===== src/rtl/ps2_key_decoder.sv =====
// PS/2 keyboard receiver: synchronizer, clock glitch filter, frame FSM with timeout, make/break/E0 decoder.
// Optional macro PS2_PARITY_CHECK_EN enables odd-parity enforcement; when undefined parity is ignored.
module ps2_key_decoder #(
  parameter int FILTER_LEN  = 8,
  parameter int TIMEOUT_CYC = 100_000
) (
  input  logic       clk,
  input  logic       rst,
  input  logic       ps2_clk,
  input  logic       ps2_data,
  output logic       f_key_pause,
  output logic       f_key_reset,
  output logic [3:0] lane_keys,
  output logic [7:0] scan_code,
  output logic       scan_valid,
  output logic       frame_err
);
  localparam int FW = $clog2(FILTER_LEN + 1);
  localparam int TW = $clog2(TIMEOUT_CYC + 1);
  localparam int NKEYS = 6;
  // Key order: pause, reset, lane D, lane F, lane J, lane K
  localparam logic [8*NKEYS-1:0] KEY_CODES = {8'h42, 8'h3B, 8'h2B, 8'h23, 8'h0B, 8'h03};

  typedef enum logic [1:0] {S_IDLE, S_DATA, S_PARITY, S_STOP} state_t;

  logic [1:0]    r_clk_sync, r_data_sync;
  logic          r_filt, r_filt_d;
  logic [FW-1:0] r_filt_cnt;
  logic [TW-1:0] r_tmo;
  state_t        r_state, w_state_next;
  logic [7:0]    r_shift;
  logic [2:0]    r_bitcnt;
  logic          r_ext, r_brk;
  logic [NKEYS-1:0] r_keys;
  logic [NKEYS-1:0] w_hit;
  logic          w_clk_s, w_data, w_strobe, w_timeout, w_parity_ok;
  logic          w_byte_good, w_frame_bad, w_is_key;

  assign w_clk_s = r_clk_sync[1];
  assign w_data  = r_data_sync[1];

  // Lines idle high, so synchronizers and filter come out of reset at 1
  always_ff @(posedge clk or posedge rst) begin
    if (rst) begin
      r_clk_sync  <= 2'b11;
      r_data_sync <= 2'b11;
      r_filt      <= 1'b1;
      r_filt_d    <= 1'b1;
      r_filt_cnt  <= '0;
    end else begin
      r_clk_sync  <= {r_clk_sync[0], ps2_clk};
      r_data_sync <= {r_data_sync[0], ps2_data};
      r_filt_d    <= r_filt;
      if (w_clk_s == r_filt) begin
        r_filt_cnt <= '0;
      end else if (r_filt_cnt == FW'(FILTER_LEN - 1)) begin
        r_filt     <= w_clk_s;
        r_filt_cnt <= '0;
      end else begin
        r_filt_cnt <= r_filt_cnt + 1'b1;
      end
    end
  end

  assign w_strobe  = r_filt_d & ~r_filt;
  assign w_timeout = (r_state != S_IDLE) && (r_tmo == TW'(TIMEOUT_CYC - 1));

  always_ff @(posedge clk or posedge rst) begin
    if (rst) begin
      r_tmo <= '0;
    end else if (r_state == S_IDLE || w_strobe || w_timeout) begin
      r_tmo <= '0;
    end else begin
      r_tmo <= r_tmo + 1'b1;
    end
  end

  always_ff @(posedge clk or posedge rst) begin
    if (rst) begin
      r_state <= S_IDLE;
    end else begin
      r_state <= w_state_next;
    end
  end

  // Timeout has priority over a coincident strobe
  always_comb begin
    w_state_next = r_state;
    if (w_timeout) begin
      w_state_next = S_IDLE;
    end else if (w_strobe) begin
      case (r_state)
        S_IDLE:   if (!w_data) w_state_next = S_DATA;
        S_DATA:   if (r_bitcnt == 3'd7) w_state_next = S_PARITY;
        S_PARITY: w_state_next = S_STOP;
        default:  w_state_next = S_IDLE;
      endcase
    end
  end

  always_comb begin
    w_byte_good = 1'b0;
    w_frame_bad = w_timeout;
    if (!w_timeout && w_strobe && r_state == S_STOP) begin
      w_byte_good = w_data & w_parity_ok;
      w_frame_bad = ~(w_data & w_parity_ok);
    end
  end

  always_ff @(posedge clk or posedge rst) begin
    if (rst) begin
      r_shift  <= '0;
      r_bitcnt <= '0;
    end else if (w_strobe && !w_timeout) begin
      if (r_state == S_IDLE) begin
        r_bitcnt <= '0;
      end else if (r_state == S_DATA) begin
        r_shift  <= {w_data, r_shift[7:1]};
        r_bitcnt <= r_bitcnt + 3'd1;
      end
    end
  end

`ifdef PS2_PARITY_CHECK_EN
  logic r_parity;
  always_ff @(posedge clk or posedge rst) begin
    if (rst) begin
      r_parity <= 1'b0;
    end else if (w_strobe && !w_timeout && r_state == S_PARITY) begin
      r_parity <= w_data;
    end
  end
  assign w_parity_ok = ^{r_shift, r_parity};
`else
  assign w_parity_ok = 1'b1;
`endif

  assign w_is_key = w_byte_good && (r_shift != 8'hE0) && (r_shift != 8'hF0) && !r_ext;

  genvar gi;
  generate
    for (gi = 0; gi < NKEYS; gi++) begin : g_key
      assign w_hit[gi] = w_is_key && (r_shift == KEY_CODES[gi*8 +: 8]);
    end
  endgenerate

  always_ff @(posedge clk or posedge rst) begin
    if (rst) begin
      scan_code  <= 8'h00;
      scan_valid <= 1'b0;
      frame_err  <= 1'b0;
      r_ext      <= 1'b0;
      r_brk      <= 1'b0;
      r_keys     <= '0;
    end else begin
      scan_valid <= w_byte_good;
      frame_err  <= w_frame_bad;
      r_keys     <= (r_keys & ~w_hit) | (w_hit & {NKEYS{~r_brk}});
      if (w_byte_good) begin
        scan_code <= r_shift;
        if (r_shift == 8'hE0) begin
          r_ext <= 1'b1;
        end else if (r_shift == 8'hF0) begin
          r_brk <= 1'b1;
        end else begin
          r_ext <= 1'b0;
          r_brk <= 1'b0;
        end
      end else if (w_frame_bad) begin
        r_ext <= 1'b0;
        r_brk <= 1'b0;
      end
    end
  end

  assign f_key_pause = r_keys[0];
  assign f_key_reset = r_keys[1];
  assign lane_keys   = r_keys[5:2];
endmodule


===== config.mk =====
export PLATFORM = sky130hd
export DESIGN_NAME = ps2_key_decoder
export DESIGN_NICKNAME = d
export VERILOG_FILES = /design/src/rtl/ps2_key_decoder.sv
export SDC_FILE = /design/constraint.sdc
export NUM_CORES = 1
export LEC_CHECK = 0
export CAP_MARGIN = 20
export CORE_UTILIZATION = 34
export DETAILED_ROUTE_END_ITERATION = 6
export SYNTH_ARGS = -nofsm -noshare
export SYNTH_HDL_FRONTEND = slang
export SYNTH_SLANG_ARGS = --single-unit

===== constraint.sdc =====
create_clock -name clk -period 5.1 [get_ports clk]
set_clock_uncertainty 0.15 [all_clocks]
set_input_delay 0.765 -clock clk [delete_from_list [all_inputs] [get_ports clk]]
set_output_delay 0.765 -clock clk [all_outputs]
set_load 0.02 [all_outputs]

==> results of run 1 <==
-- cells by family (layout without fill, tap and decap cells) --
kind of cell | Yosys count | in the layout | share of synthesized area [%]
adder cells (fa/ha/maj) | 8 | 8 | 3.707
XOR/XNOR | 17 | 17 | 5.514
multiplexers | 23 | 23 | 9.360
AND/OR/NAND/NOR | 88 | 88 | 19.93
AO/OA/AOI/OAI | 17 | 17 | 4.310
flip-flops | 58 | 58 | 54.03
buffers and inverters | 19 | 49 | 3.151
-- cells in the mapped netlist (2+ instances only) --
| cell type | number | area (um^2) |
|---|---|---|
| nor4b_2 | 3 | 45.04 |
| nor4_4 | 2 | 42.54 |
| o21ai_0 | 4 | 20.02 |
| nor2b_1 | 2 | 12.51 |
| mux2i_1 | 5 | 50.05 |
| nand2_1 | 13 | 48.80 |
| or3_1 | 3 | 18.77 |
| o211ai_1 | 2 | 15.01 |
| nor4b_1 | 2 | 17.52 |
| nor3_1 | 9 | 45.04 |
| buf_4 | 3 | 22.52 |
| nand4_1 | 6 | 37.54 |
| nor2_1 | 24 | 90.09 |
| a21oi_1 | 3 | 15.01 |
| nand3_1 | 10 | 50.05 |
| o2111ai_1 | 2 | 17.52 |
| and3_1 | 2 | 12.51 |
| xor2_1 | 10 | 87.58 |
| ha_1 | 8 | 100.1 |
| dfstp_2 | 6 | 157.7 |
| inv_1 | 13 | 48.80 |
| mux2_2 | 17 | 191.4 |
| dfrtp_1 | 52 | 1301 |
| xnor2_1 | 7 | 61.31 |
-- cell type report --
| type | instances | area (um^2) | share of cell area, % |
|---|---|---|---|
| repair buffers | 20 | 197.7 | 6.162 |
| flip-flops and latches | 58 | 1459 | 45.48 |
| clock buffers | 11 | 141.4 | 4.407 |
| well taps | 102 | 127.6 | 3.978 |
| inverters | 13 | 48.80 | 1.521 |
| clock inverters | 5 | 77.57 | 2.418 |
| multi-input cells | 153 | 1156 | 36.04 |
-- where the power goes --
group          leakage [uW]  internal, uW  switching, uW
clock              0.000109           287            174
combinational      0.000532           116            155
sequential         0.000767           532           61.5
-- how the worst min path moves through the flow --
stage	from	depth (start not counted)	to	slack, ps
final	r_clk_sync[0]	0	r_clk_sync[1]	210
after global routing	r_data_sync[0]	0	r_data_sync[1]	220
after CTS	r_data_sync[0]	0	r_data_sync[1]	210
after detailed placement	r_clk_sync[0]	0	r_clk_sync[1]	200
after global placement	r_data_sync[0]	0	r_data_sync[1]	200
after floorplan	r_clk_sync[0]	0	r_clk_sync[1]	200
-- critical path: stages, from the launching register on --
cell and delay [ps]:
dfrtp_1 400, inv_1 90, ha_1 310, nor4bb_1 280, nand2_1 160, nor2_4 370
or3_1 550, nor2_1 120
-- routing by layer --
layer | share of wire, % | global-route usage (%)
met5 | 0 | 0
met3 | 2.1 | 3.015
met1 | 51 | 17.57
met2 | 45 | 18.18
met4 | 1.9 | 8.333
-- through the flow --
stage / hold slack, ps / area (um^2)
finish: 207.0 / 3208
global route: 215.6 / 3208
CTS: 210.9 / 3208
detailed placement: 198.5 / 2989
global placement: 196.9 / 2989
floorplan: 195.2 / 2700
==> reports/results.ini, run 1 <==
[outcome]
outcome = finished with violations
violations = DRC

[global_route]
grt_max_degree = 59
grt_use_total_pct = 12.87
grt_pass1_wl_um = 8321
grt-ovfl-total = 0
grt_pass1_vias = 1745
grt_antenna_before_repair = 0

[cells_and_area]
fin_cells = 362
syn_to_final_growth_pct = 18.81
nFillCells = 742
utilization_pct = 41.73
diodes = 0
final_cell_mix = dfrtp_1, nor2_1, clkdlybuf4s50_1
finalNetCount = 267
drive_gt1_share_pct = 18.85
mostFrequentLayoutCell = dfrtp_1

[worst_setup_path]
timing.reg2reg.setup_slack_ps = 2530
cp_max_fo = 17
r2r_cells = 7
rr_startpoint = r_state[0]
cp.required_ps = 5140
crit_type = reg -> reg
arrival_ps = 2610
endpoint_kind = flop
critical_path.startpoint_type = flop
cp-endpoint = r_tmo[7]
critPathLaunch = r_state[0]
timing.rr.end = r_tmo[7]

[yosys]
synth.cell_area_um2 = 2700
seq_area_frac_synth_pct = 54.03
synthArstFlopShare_pct = 100.0
synth_edf_count = 0
synthesis.nets = 242
postSynthCellCount = 230
synth_cell_types = 46
synth_area_per_cell_um2 = 11.74
synth_seq_cells = 58
ys_warn_count = 0
synthFlopType = dfrtp_1

[pwr]
power_leakage_uw = 0.001408
p_per_area_nw_per_um2 = 413.1
ir_worst_vdd_uv = 169.8
power.total_uw = 1325

[placed_design]
dp.cells = 346
dp_slack_ps = 2518
io_buffers = 19
place_congestion = 0.7862
hpwl_um = 3173

[timing]
setup_viol = 0
finalHoldViolCount = 0
maxSlewHeadroom_pct = 51.81
layout_setup_ws_ps = 2528
clock.fmax_mhz = 388.8
slew_violations = 0
period_share_pct = 50.43
worst_pin_slew_ps = 722.9
rsz0062_at_grt = no
tns_ps = 0
min_period_ps = 2572

[route]
vias = 1743
finalWirelength_um = 4709
drt-vias-per-instance = 4.815
drtIter0Drc = 91
dr.pass1.iters = 7
wl_per_cell_um = 13.01
route.detailed.drc = 1
ant_nets = 0

[floorplan]
die-area_um2 = 8302
die_h_um = 91.12
num_rows = 32
dieWidth_um = 91.12
pin_count = 20
fp.coreArea_um2 = 7687
initial_utilization_pct = 35.12

[clock_network]
cts_buffer_depth = 2
path_clk_slew_ps = 70
cts_resized = 0
cts_buffers = 9
htreeDepth = 3
postCtsSetupBuffers = 0
numClockSinks = 58
clock_latency_ps = 330
cts_root_buffer = clkbuf_8
cts_tree = built
cts_hold_buf = 0

[min_path]
holdCritPathClass = reg -> reg

[job]
maxCapViolCount = 0

Power figures use the tool's default switching activity.
==> inputs of run 2 (changes only) <==
==> constraint.sdc (replaced) <==
create_clock -name clk -period 2.4 [get_ports clk]
set_clock_uncertainty 0.15 [all_clocks]
set_input_delay 0.36 -clock clk [delete_from_list [all_inputs] [get_ports clk]]
set_output_delay 0.36 -clock clk [all_outputs]
set_load 0.02 [all_outputs]
==> run 2 against run 1 <==
  * The run still ends with DRC left
  * Via count increased by 4.5%
  * Sequential share of layout area decreased by 1.3 points
  * Hold slack about the same
  * Fmax increased by 16%
  * Total power increased by 120%
  * Count of clock-buffer cells in the layout decreased by 2
==> reports/results.ini, run 2 (same netlist as run 1, synthesis figures left out) <==
[global_route]
grt_antenna_before_repair = 0  ; unchanged
grt_use_total_pct = 13.30  ; +0.43 points
grt_pass1_wl_um = 8562  ; +2.9%
grt-ovfl-total = 0  ; unchanged
grt_pass1_vias = 1783  ; +2.2%
grt_max_degree = 37  ; -37%

[worst_setup_path]
r2r_cells = 9  ; +2
timing.reg2reg.setup_slack_ps = 180  ; -2350 ps
slowest_delay_ps = 390  ; -160 ps
crit_type = reg -> reg
critical_path.startpoint_type = flop
rr_startpoint = r_state[1]
endpoint_kind = flop
timing.rr.end = r_shift[0]
cp.required_ps = 2480  ; -2660 ps
crit_chain = inv_1, ha_1, nor4bb_2, nand2_2, nor2_4, buf_12, nor4_4, buf_4, mux2_2
slowest_stage = dfrtp_1
arrival_ps = 2310  ; -300 ps
cp_max_fo = 10  ; -7

[clock_network]
cts_buffers = 9  ; unchanged
cts_root_buffer = clkbuf_8
cts_tree = built
cts_buffer_depth = 2  ; unchanged
cts_hold_buf = 0  ; unchanged
numClockSinks = 58  ; unchanged
path_clk_slew_ps = 80  ; about the same
htreeDepth = 3  ; unchanged
clock_latency_ps = 350  ; +20 ps

[placed_design]
dp.cells = 353  ; +2.0%
hpwl_um = 3284  ; +3.5%
io_buffers = 19  ; unchanged
dpl_cell_area_um2 = 3042  ; +1.8%
place_congestion = 0.8175  ; +4.0%

[cells_and_area]
diodes = 0  ; unchanged
final_cell_mix = dfrtp_1, nor2_1, clkdlybuf4s50_1
final_cell_area_um2 = 3304  ; +3.0%
nFillCells = 742  ; unchanged
mostFrequentLayoutCell = dfrtp_1
drive_gt1_share_pct = 22.68  ; +3.8 points
utilization_pct = 42.99  ; +1.3 points
syn_to_final_growth_pct = 22.38
fin_cells = 371  ; +2.5%
finalNetCount = 276  ; +3.4%

[route]
dr.pass1.iters = 6  ; -1
ant_nets = 0  ; unchanged
drtIter0Drc = 82  ; -9.9%
wl_per_cell_um = 13.17  ; +1.3%
route.detailed.drc = 1  ; unchanged
drt-vias-per-instance = 4.908  ; +1.9%
vias = 1821  ; +4.5%
finalWirelength_um = 4887  ; +3.8%

[floorplan]
die_h_um = 91.12  ; unchanged
die-area_um2 = 8302  ; unchanged
fp.coreArea_um2 = 7687  ; unchanged
initial_utilization_pct = 35.12  ; unchanged
num_rows = 32  ; unchanged
pin_count = 20  ; unchanged
dieWidth_um = 91.12  ; unchanged

[pwr]
p_per_area_nw_per_um2 = 880.5  ; +110%
power_leakage_uw = 0.001460  ; +3.7%
ir_worst_vdd_uv = 547.2  ; +220%

[min_path]
holdCritPathClass = in -> async

[outcome]
outcome = finished with violations
violations = DRC

[timing]
tns_ps = 0  ; unchanged
maxSlewHeadroom_pct = 66.53  ; +15 points
worst_pin_slew_ps = 498.2  ; -224.7 ps
hold_ws_ps = 207.1  ; +0.1520 ps
finalHoldViolCount = 0  ; unchanged
min_period_ps = 2224  ; -347.4 ps
period_share_pct = 92.68  ; +42 points
slew_violations = 0  ; unchanged
clock.fmax_mhz = 449.6  ; +16%
setup_viol = 0  ; unchanged
rsz0062_at_grt = no

[job]
maxCapViolCount = 0  ; unchanged

==> run 2: through the flow <==
stage                     setup WS [ps]  total power [uW]
final                             175.7              2910
after global routing              11.37              3105
after CTS                         143.7              2934
after detailed placement          138.6              1898
after global placement            207.2              1878
after floorplan                   218.2              1738
==> run 2: worst max path at each step <==
stage / from / to / slack, ps / cells past startpoint
after floorplan: r_state[0] / scan_code[0] / 220 / 8
after global placement: r_state[0] / scan_code[3] / 210 / 7
after detailed placement: r_state[0] / scan_code[0] / 140 / 7
after CTS: r_state[0] / scan_code[6] / 140 / 7
after global routing: r_state[1] / r_shift[4] / 10 / 9
final: r_state[1] / r_shift[0] / 180 / 9
==> run 2: area by class of cell <==
| type | count | area [um^2] | share of cell area (%) |
|---|---|---|---|
| clock inverter | 7 | 102.6 | 3.105 |
| inverter | 13 | 48.80 | 1.477 |
| timing repair buffer | 29 | 277.8 | 8.406 |
| clock buffer | 9 | 123.9 | 3.749 |
| tap | 102 | 127.6 | 3.862 |
| sequential | 58 | 1459 | 44.15 |
| multi-input combinational | 153 | 1165 | 35.25 |
==> run 2: what timing repair did <==
item / CTS / global route
setup buffers: 0 / 2
endpoints found under the setup margin: 0 / 13
resized for setup: 0 / 2
==> run 2: power breakdown <==
part,switching (uW),internal [uW],total [uW]
logic,349,283,631
clock network,426,592,1020
registers,130,1130,1260
==> run 2: per-layer routing <==
layer / wire length (um) / vias up / GRT usage, %
met5: 0 / - / 0
met3: 183 / 6 / 4.523
met4: 59 / 0 / 5.159
met1: 2449 / 909 / 18.09
met2: 2194 / 35 / 19.51
li1: - / 871 / -
==> run 2: worst max-delay path: cells and delay by family, from the launching register on <==
family | cells | cell delay, ps
adders and majority gates | 1 | 210
and+or+nand+nor | 4 | 680
buffers and inverters | 3 | 410
DFF | 1 | 390
muxes | 1 | 270
